==> config.mk <==
export PLATFORM = sky130hd
export DESIGN_NAME = timer_ctrl
export DESIGN_NICKNAME = d
export VERILOG_FILES = /design/src/rtl/timer_pkg.sv /design/src/rtl/timer_prescaler.sv /design/src/rtl/timer_ctrl.sv
export SDC_FILE = /design/constraint.sdc
export NUM_CORES = 1
export LEC_CHECK = 0
export CAP_MARGIN = 20
export CORE_MARGIN = 2
export CORE_UTILIZATION = 60
export CTS_CLUSTER_SIZE = 10
export DETAILED_ROUTE_END_ITERATION = 6
export DONT_BUFFER_PORTS = 1
export PLACE_DENSITY = 0.83
export SYNTH_ARGS = -nofsm -noshare
export SYNTH_HDL_FRONTEND = slang
export SYNTH_SLANG_ARGS = --single-unit
==> constraint.sdc <==
create_clock -name clk -period 2.5 [get_ports clk]
set_input_delay 0.625 -clock clk [delete_from_list [all_inputs] [get_ports clk]]
set_output_delay 0.625 -clock clk [all_outputs]
set_load 0.01 [all_outputs]
==> src/rtl/timer_pkg.sv <==
// Shared definitions for the timer controller: register map, bit positions
// and the prescaler terminal-count helper.
package timer_pkg;

   typedef enum logic [1:0] {
      REG_TDR  = 2'd0,
      REG_TCR  = 2'd1,
      REG_TSR  = 2'd2,
      REG_TIER = 2'd3
   } reg_addr_e;

   // TCR fields
   localparam int TCR_LOAD    = 7;
   localparam int TCR_UD      = 5;
   localparam int TCR_EN      = 4;
   localparam int TCR_CKS_LSB = 0;

   // TSR fields
   localparam int TSR_OVF = 0;
   localparam int TSR_UDF = 1;

   // TIER fields
   localparam int TIER_OVFIE = 0;
   localparam int TIER_UDFIE = 1;

   // Last prescaler count before a tick: a clock select of cks divides by 2^(cks+1).
   function automatic int psc_last(input int cks);
      return (2 << cks) - 1;
   endfunction

endpackage

==> src/rtl/timer_prescaler.sv <==
// Free-running prescaler producing a one-cycle count tick every 2^(cks+1) clocks.
// Held at zero while disabled; clr restarts the division from zero.
module timer_prescaler
   import timer_pkg::*;
#(
   parameter int PSC_W = 4,
   parameter int CKS_W = 2
) (
   input  logic             clk,
   input  logic             rst_n,
   input  logic             en,
   input  logic             clr,
   input  logic [CKS_W-1:0] cks,
   output logic             tick
);

   logic [PSC_W-1:0] cnt_q;
   logic [PSC_W-1:0] cnt_d;
   logic [PSC_W-1:0] last;
   logic             at_last;

   // Terminal count compare and next count value
   always_comb begin
      last    = PSC_W'(psc_last(int'(cks)));
      at_last = (cnt_q == last);
      cnt_d   = cnt_q;
      if (clr || !en) begin
         cnt_d = '0;
      end else if (at_last) begin
         cnt_d = '0;
      end else begin
         cnt_d = cnt_q + PSC_W'(1);
      end
      tick = en && at_last;
   end

   // Prescaler count register
   always_ff @(posedge clk or negedge rst_n) begin
      if (!rst_n) begin
         cnt_q <= '0;
      end else begin
         cnt_q <= cnt_d;
      end
   end

endmodule

==> src/rtl/timer_ctrl.sv <==
// Register-mapped controller for the 8-bit up/down timer counter: holds the
// start value and control bits, sequences the load strobe and prescaled tick,
// and latches counter overflow/underflow into sticky W1C status with a
// maskable level interrupt.
module timer_ctrl
   import timer_pkg::*;
#(
   parameter int PSC_W = 4,
   parameter int CKS_W = 2
) (
   input  logic       clk,
   input  logic       rst_n,
   input  logic       psel,
   input  logic       penable,
   input  logic       pwrite,
   input  logic [1:0] paddr,
   input  logic [7:0] pwdata,
   output logic [7:0] prdata,
   output logic       pready,
   input  logic       ovf_in,
   input  logic       udf_in,
   output logic       cnt_enable,
   output logic       cnt_up_down,
   output logic       cnt_load,
   output logic       cnt_clk_ena,
   output logic [7:0] cnt_start,
   output logic       irq
);

   logic [7:0]       tdr_q,     tdr_d;
   logic             ud_q,      ud_d;
   logic             en_q,      en_d;
   logic [CKS_W-1:0] cks_q,     cks_d;
   logic             load_q,    load_d;
   logic             ovf_q,     ovf_d;
   logic             udf_q,     udf_d;
   logic             ovfie_q,   ovfie_d;
   logic             udfie_q,   udfie_d;
   logic             ovf_in_q,  ovf_in_d;
   logic             udf_in_q,  udf_in_d;
   logic             irq_q,     irq_d;

   logic             wr_en;
   logic             wr_tdr;
   logic             wr_tcr;
   logic             wr_tsr;
   logic             wr_tier;
   logic             rd_en;
   logic             psc_clr;
   logic             ovf_rise;
   logic             udf_rise;
   logic             tick;

   // Bus write decode, prescaler restart and counter-flag edge detection
   always_comb begin
      wr_en    = psel & penable & pwrite;
      rd_en    = psel & ~pwrite;
      wr_tdr   = wr_en && (paddr == REG_TDR);
      wr_tcr   = wr_en && (paddr == REG_TCR);
      wr_tsr   = wr_en && (paddr == REG_TSR);
      wr_tier  = wr_en && (paddr == REG_TIER);
      // A new clock select or a load must start the division from a clean phase.
      psc_clr  = wr_tcr && (pwdata[TCR_LOAD] ||
                            (pwdata[TCR_CKS_LSB +: CKS_W] != cks_q));
      // The counter holds its flags as levels between ticks; only a fresh rise is an event.
      ovf_rise = ovf_in & ~ovf_in_q;
      udf_rise = udf_in & ~udf_in_q;
   end

   // Next-state for control, status and interrupt registers
   always_comb begin
      tdr_d    = tdr_q;
      ud_d     = ud_q;
      en_d     = en_q;
      cks_d    = cks_q;
      ovfie_d  = ovfie_q;
      udfie_d  = udfie_q;
      ovf_in_d = ovf_in;
      udf_in_d = udf_in;

      if (wr_tdr) begin
         tdr_d = pwdata;
      end
      if (wr_tcr) begin
         ud_d  = pwdata[TCR_UD];
         en_d  = pwdata[TCR_EN];
         cks_d = pwdata[TCR_CKS_LSB +: CKS_W];
      end
      if (wr_tier) begin
         ovfie_d = pwdata[TIER_OVFIE];
         udfie_d = pwdata[TIER_UDFIE];
      end

      // LOAD is a command bit, never stored: it only produces the one-cycle strobe.
      load_d = wr_tcr & pwdata[TCR_LOAD];

      // A set event on the same edge as a write-1-to-clear keeps the flag set.
      ovf_d = ovf_rise | (ovf_q & ~(wr_tsr & pwdata[TSR_OVF]));
      udf_d = udf_rise | (udf_q & ~(wr_tsr & pwdata[TSR_UDF]));

      irq_d = (ovf_q & ovfie_q) | (udf_q & udfie_q);
   end

   // Register state
   always_ff @(posedge clk or negedge rst_n) begin
      if (!rst_n) begin
         tdr_q    <= '0;
         ud_q     <= 1'b0;
         en_q     <= 1'b0;
         cks_q    <= '0;
         load_q   <= 1'b0;
         ovf_q    <= 1'b0;
         udf_q    <= 1'b0;
         ovfie_q  <= 1'b0;
         udfie_q  <= 1'b0;
         ovf_in_q <= 1'b0;
         udf_in_q <= 1'b0;
         irq_q    <= 1'b0;
      end else begin
         tdr_q    <= tdr_d;
         ud_q     <= ud_d;
         en_q     <= en_d;
         cks_q    <= cks_d;
         load_q   <= load_d;
         ovf_q    <= ovf_d;
         udf_q    <= udf_d;
         ovfie_q  <= ovfie_d;
         udfie_q  <= udfie_d;
         ovf_in_q <= ovf_in_d;
         udf_in_q <= udf_in_d;
         irq_q    <= irq_d;
      end
   end

   // Combinational read mux; only driven during a read, zero otherwise
   always_comb begin
      prdata = '0;
      if (rd_en) begin
         case (paddr)
            REG_TDR: begin
               prdata = tdr_q;
            end
            REG_TCR: begin
               prdata[TCR_UD]                  = ud_q;
               prdata[TCR_EN]                  = en_q;
               prdata[TCR_CKS_LSB +: CKS_W]    = cks_q;
            end
            REG_TSR: begin
               prdata[TSR_OVF] = ovf_q;
               prdata[TSR_UDF] = udf_q;
            end
            REG_TIER: begin
               prdata[TIER_OVFIE] = ovfie_q;
               prdata[TIER_UDFIE] = udfie_q;
            end
            default: begin
               prdata = '0;
            end
         endcase
      end
   end

   timer_prescaler #(
      .PSC_W (PSC_W),
      .CKS_W (CKS_W)
   ) u_prescaler (
      .clk   (clk),
      .rst_n (rst_n),
      .en    (en_q),
      .clr   (psc_clr),
      .cks   (cks_q),
      .tick  (tick)
   );

   assign pready      = 1'b1;
   assign cnt_enable  = en_q;
   assign cnt_up_down = ud_q;
   assign cnt_load    = load_q;
   assign cnt_clk_ena = tick;
   assign cnt_start   = tdr_q;
   assign irq         = irq_q;

endmodule
==> reports/metrics.cfg <==
[timing]
hold_viol=0
fin_crit_sh_pct=95.44
finalSetupViolCount=0
rsz0062_at_grt=false
period_minus_slack_ns=2.386
fin_worst_skew_ns=0.001054
final.setup.tns_ns=0
max_freq_mhz=419.1
maxSlewViolCount=0

[min_path]
hp-start=udf_in
worstHoldEndpoint=udf_in_q$_DFF_PN0_
hold_class=in -> reg
whs_path_depth=0

[layout]
antenna_cells=0
fin_util_pct=69.15
finalNonFillerCells=119
syn2layout_area_growth_pct=5.519
drive_gt1_share_pct=21.28
nFillCells=133
nNetsFinal=114

[placement]
hpwlAfterDp_um=1561
dp.cells=114
portBuffers=0
routabilityCongestion=0.7964

[worst_setup_path]
timing.rr.start=cks_q[1]$_DFFE_PN0P_
r2r_end=u_prescaler.cnt_q[1]$_DFF_PN0_
worstSetupStartpointType=flop
reg2reg_depth=4
arrival_ns=1.76
end_kind=output port
cp_max_fo=6
r2r_slack_ns=0.96
required_ns=1.88
path_class=reg -> out

[floorplan]
ioPinCount=39
start_util_pct=65.53
die_h_um=47.90
die_w_um=47.90
die_area_um2=2294
std_cell_rows=15
fp.coreArea_um2=1764

[synth]
synth_cells=91
synth_area_um2=1156
synth_fp_nets=109
syn_avg_cell_area_um2=12.70
ys_ff_latch=24
synth-seq-area-share_pct=51.95
ys_warn_count=0
synth.distinct_cells=29

[clock_network]
cts_tree=done
clockBufferDepth=2
post_cts_resized=0
cts.sinks=24
cts_buffers=3
root_buffer=clkbuf_4
htree_levels=1
clk_latency_ns=0.30
cts.clk_slew.worst_paths_ns=0.12

[global_routing]
grt_first_pass_wirelength_um=3436
antenna_found_initial=0
grtUsageTotal_pct=22.24
grt_pass1_vias=750
grt_max_degree=25
grt_overflow=0

[route]
routed_via_density=6.059
totalWireLength_um=2117
ant_nets=0
via_count=721
dr.pass1.iters=3
avgRoutedWirePerCell_um=17.79
drtIter0Drc=13
route.detailed.drc=0

[power]
pwr-share-clk_pct=18.4
seq_power_share_pct=64.0
p_per_area_nw_per_um2=701.4
p_int_mw=0.6070
combPwrFrac_pct=17.6
leakagePower_nw=0.5513
ir_worst_vdd_uv=445.4
p_sw_share_pct=29.06
p_switching_mw=0.2487

[outcome]
status=finished clean

[flow_run]
cap_violations=0

[critical path, stage by stage, from the launching register on]
cell and delay, ns:
dfrtp_1 0.45, or4_1 0.53, a21oi_1 0.14, o21a_2 0.18, and2_1 0.18
[power by group through the flow]
stage,combinational (mW),clock [mW],sequential (mW)
floorplan,0.129,0,0.535
global placement,0.134,0,0.550
detailed placement,0.139,0,0.555
CTS,0.149,0.165,0.546
global route,0.166,0.179,0.559
finish,0.151,0.157,0.547
[state kept, by name, indices dropped and copies added, names as in the netlist]
name and cells:
ovf_q 1, cks_q 2, cnt_enable 1, cnt_start 8
cnt_up_down 1, ovfie_q 1, cnt_load 1, udf_q 1
u_prescaler.cnt_q 4, irq 1, ovf_in_q 1, udfie_q 1
udf_in_q 1
[area by class of cell]
cell class	instances	area [um2]	share of cell area [%]
Clock buffer	3	22.52	1.846
Tap cell	25	31.28	2.564
Timing Repair Buffer	2	25.02	2.051
Inverter	3	11.26	0.9231
Sequential cell	24	600.6	49.23
Multi-Input combinational cell	62	529.3	43.38
[stage by stage]
| stage | hold WS, ns | area (um2) | total power [mW] | setup slack, ns |
|---|---|---|---|---|
| final | 0.3413 | 1220 | 0.8557 | 0.1141 |
| after global routing | 0.3127 | 1220 | 0.9040 | 0.03978 |
| after CTS | 0.3245 | 1205 | 0.8608 | 0.1180 |
| after detailed placement | 0.3297 | 1172 | 0.6944 | 0.4601 |
| after global placement | 0.3298 | 1172 | 0.6843 | 0.4615 |
| after floorplan | 0.3294 | 1156 | 0.6631 | 0.5169 |
[cell usage after synthesis, drive strengths merged]
cell type  number  share of area [%]
and4            1               0.76
mux2           14                 14
o311ai          1               0.76
xnor2           1               0.76
mux4            2                4.5
nor2            4                1.3
a21oi           2               0.87
and2            6                3.2
o21a            1               0.76
xor2            3                2.3
conb            1               0.32
dfrtp          24                 52
buf             2                1.3
inv             3               0.97
mux2i           2                1.7
nor3            2               0.87
nand3b          1               0.65
a22o            3                2.3
and3b           2                1.5
and3            2                1.1
or3             1               0.54
or4             1               0.65
nand2           5                1.6
ha              1                1.1
nor3b           3                2.9
nand3           2               0.87
nand4b          1               0.76
[layer usage]
| metal | vias up | wire length (um) | track usage [%] |
|---|---|---|---|
| li1 | 334 | - | - |
| met1 | 360 | 997 | 32.28 |
| met2 | 23 | 964 | 30.13 |
| met3 | 4 | 122 | 6.415 |
| met4 | 0 | 33 | 11.35 |
| met5 | - | 0 | 0 |
[kinds of logic after synthesis]
family / count (synthesis) / synth area share, %
buf+inv: 5 / 2.272
flops: 24 / 51.95
xor+xnor: 4 / 3.031
compound gates: 7 / 4.654
mux: 18 / 19.91
simple gates: 31 / 16.78
other cells: 1 / 0.3244
fa+ha+maj: 1 / 1.082
[worst max-delay path by stage]
| stage | startpoint | endpoint | slack (ns) | depth (start not counted) |
|---|---|---|---|---|
| final | cks_q[0]$_DFFE_PN0P_ | cnt_clk_ena | 0.11 | 4 |
| after global routing | cks_q[1]$_DFFE_PN0P_ | cnt_clk_ena | 0.04 | 4 |
| after CTS | cks_q[0]$_DFFE_PN0P_ | cnt_clk_ena | 0.12 | 4 |
| after detailed placement | cks_q[0]$_DFFE_PN0P_ | cnt_clk_ena | 0.46 | 4 |
| after global placement | cks_q[0]$_DFFE_PN0P_ | cnt_clk_ena | 0.46 | 4 |
| after floorplan | cks_q[0]$_DFFE_PN0P_ | cnt_clk_ena | 0.52 | 4 |
[placed cells by master, fill, tap and decap left out, types with 2 or more instances in the layout]
master     n
dfrtp_1   24
and2_1     5
mux4_1     2
nand3_1    2
and3b_1    2
mux2i_1    2
inv_1      3
nor3b_1    2
and3_1     2
nor2_1     4
clkbuf_4   3
a21oi_1    2
nand2_1    5
xor2_1     3
mux2_2    14
a22o_1     3
nor3_1     2
[timing repair]
action | CTS | global route
hold buffers | 1 | 0
endpoints found under the hold margin | 24 | 0
buffers inserted | 0 | 0
Note: power is estimated with default switching activity, not from simulation.
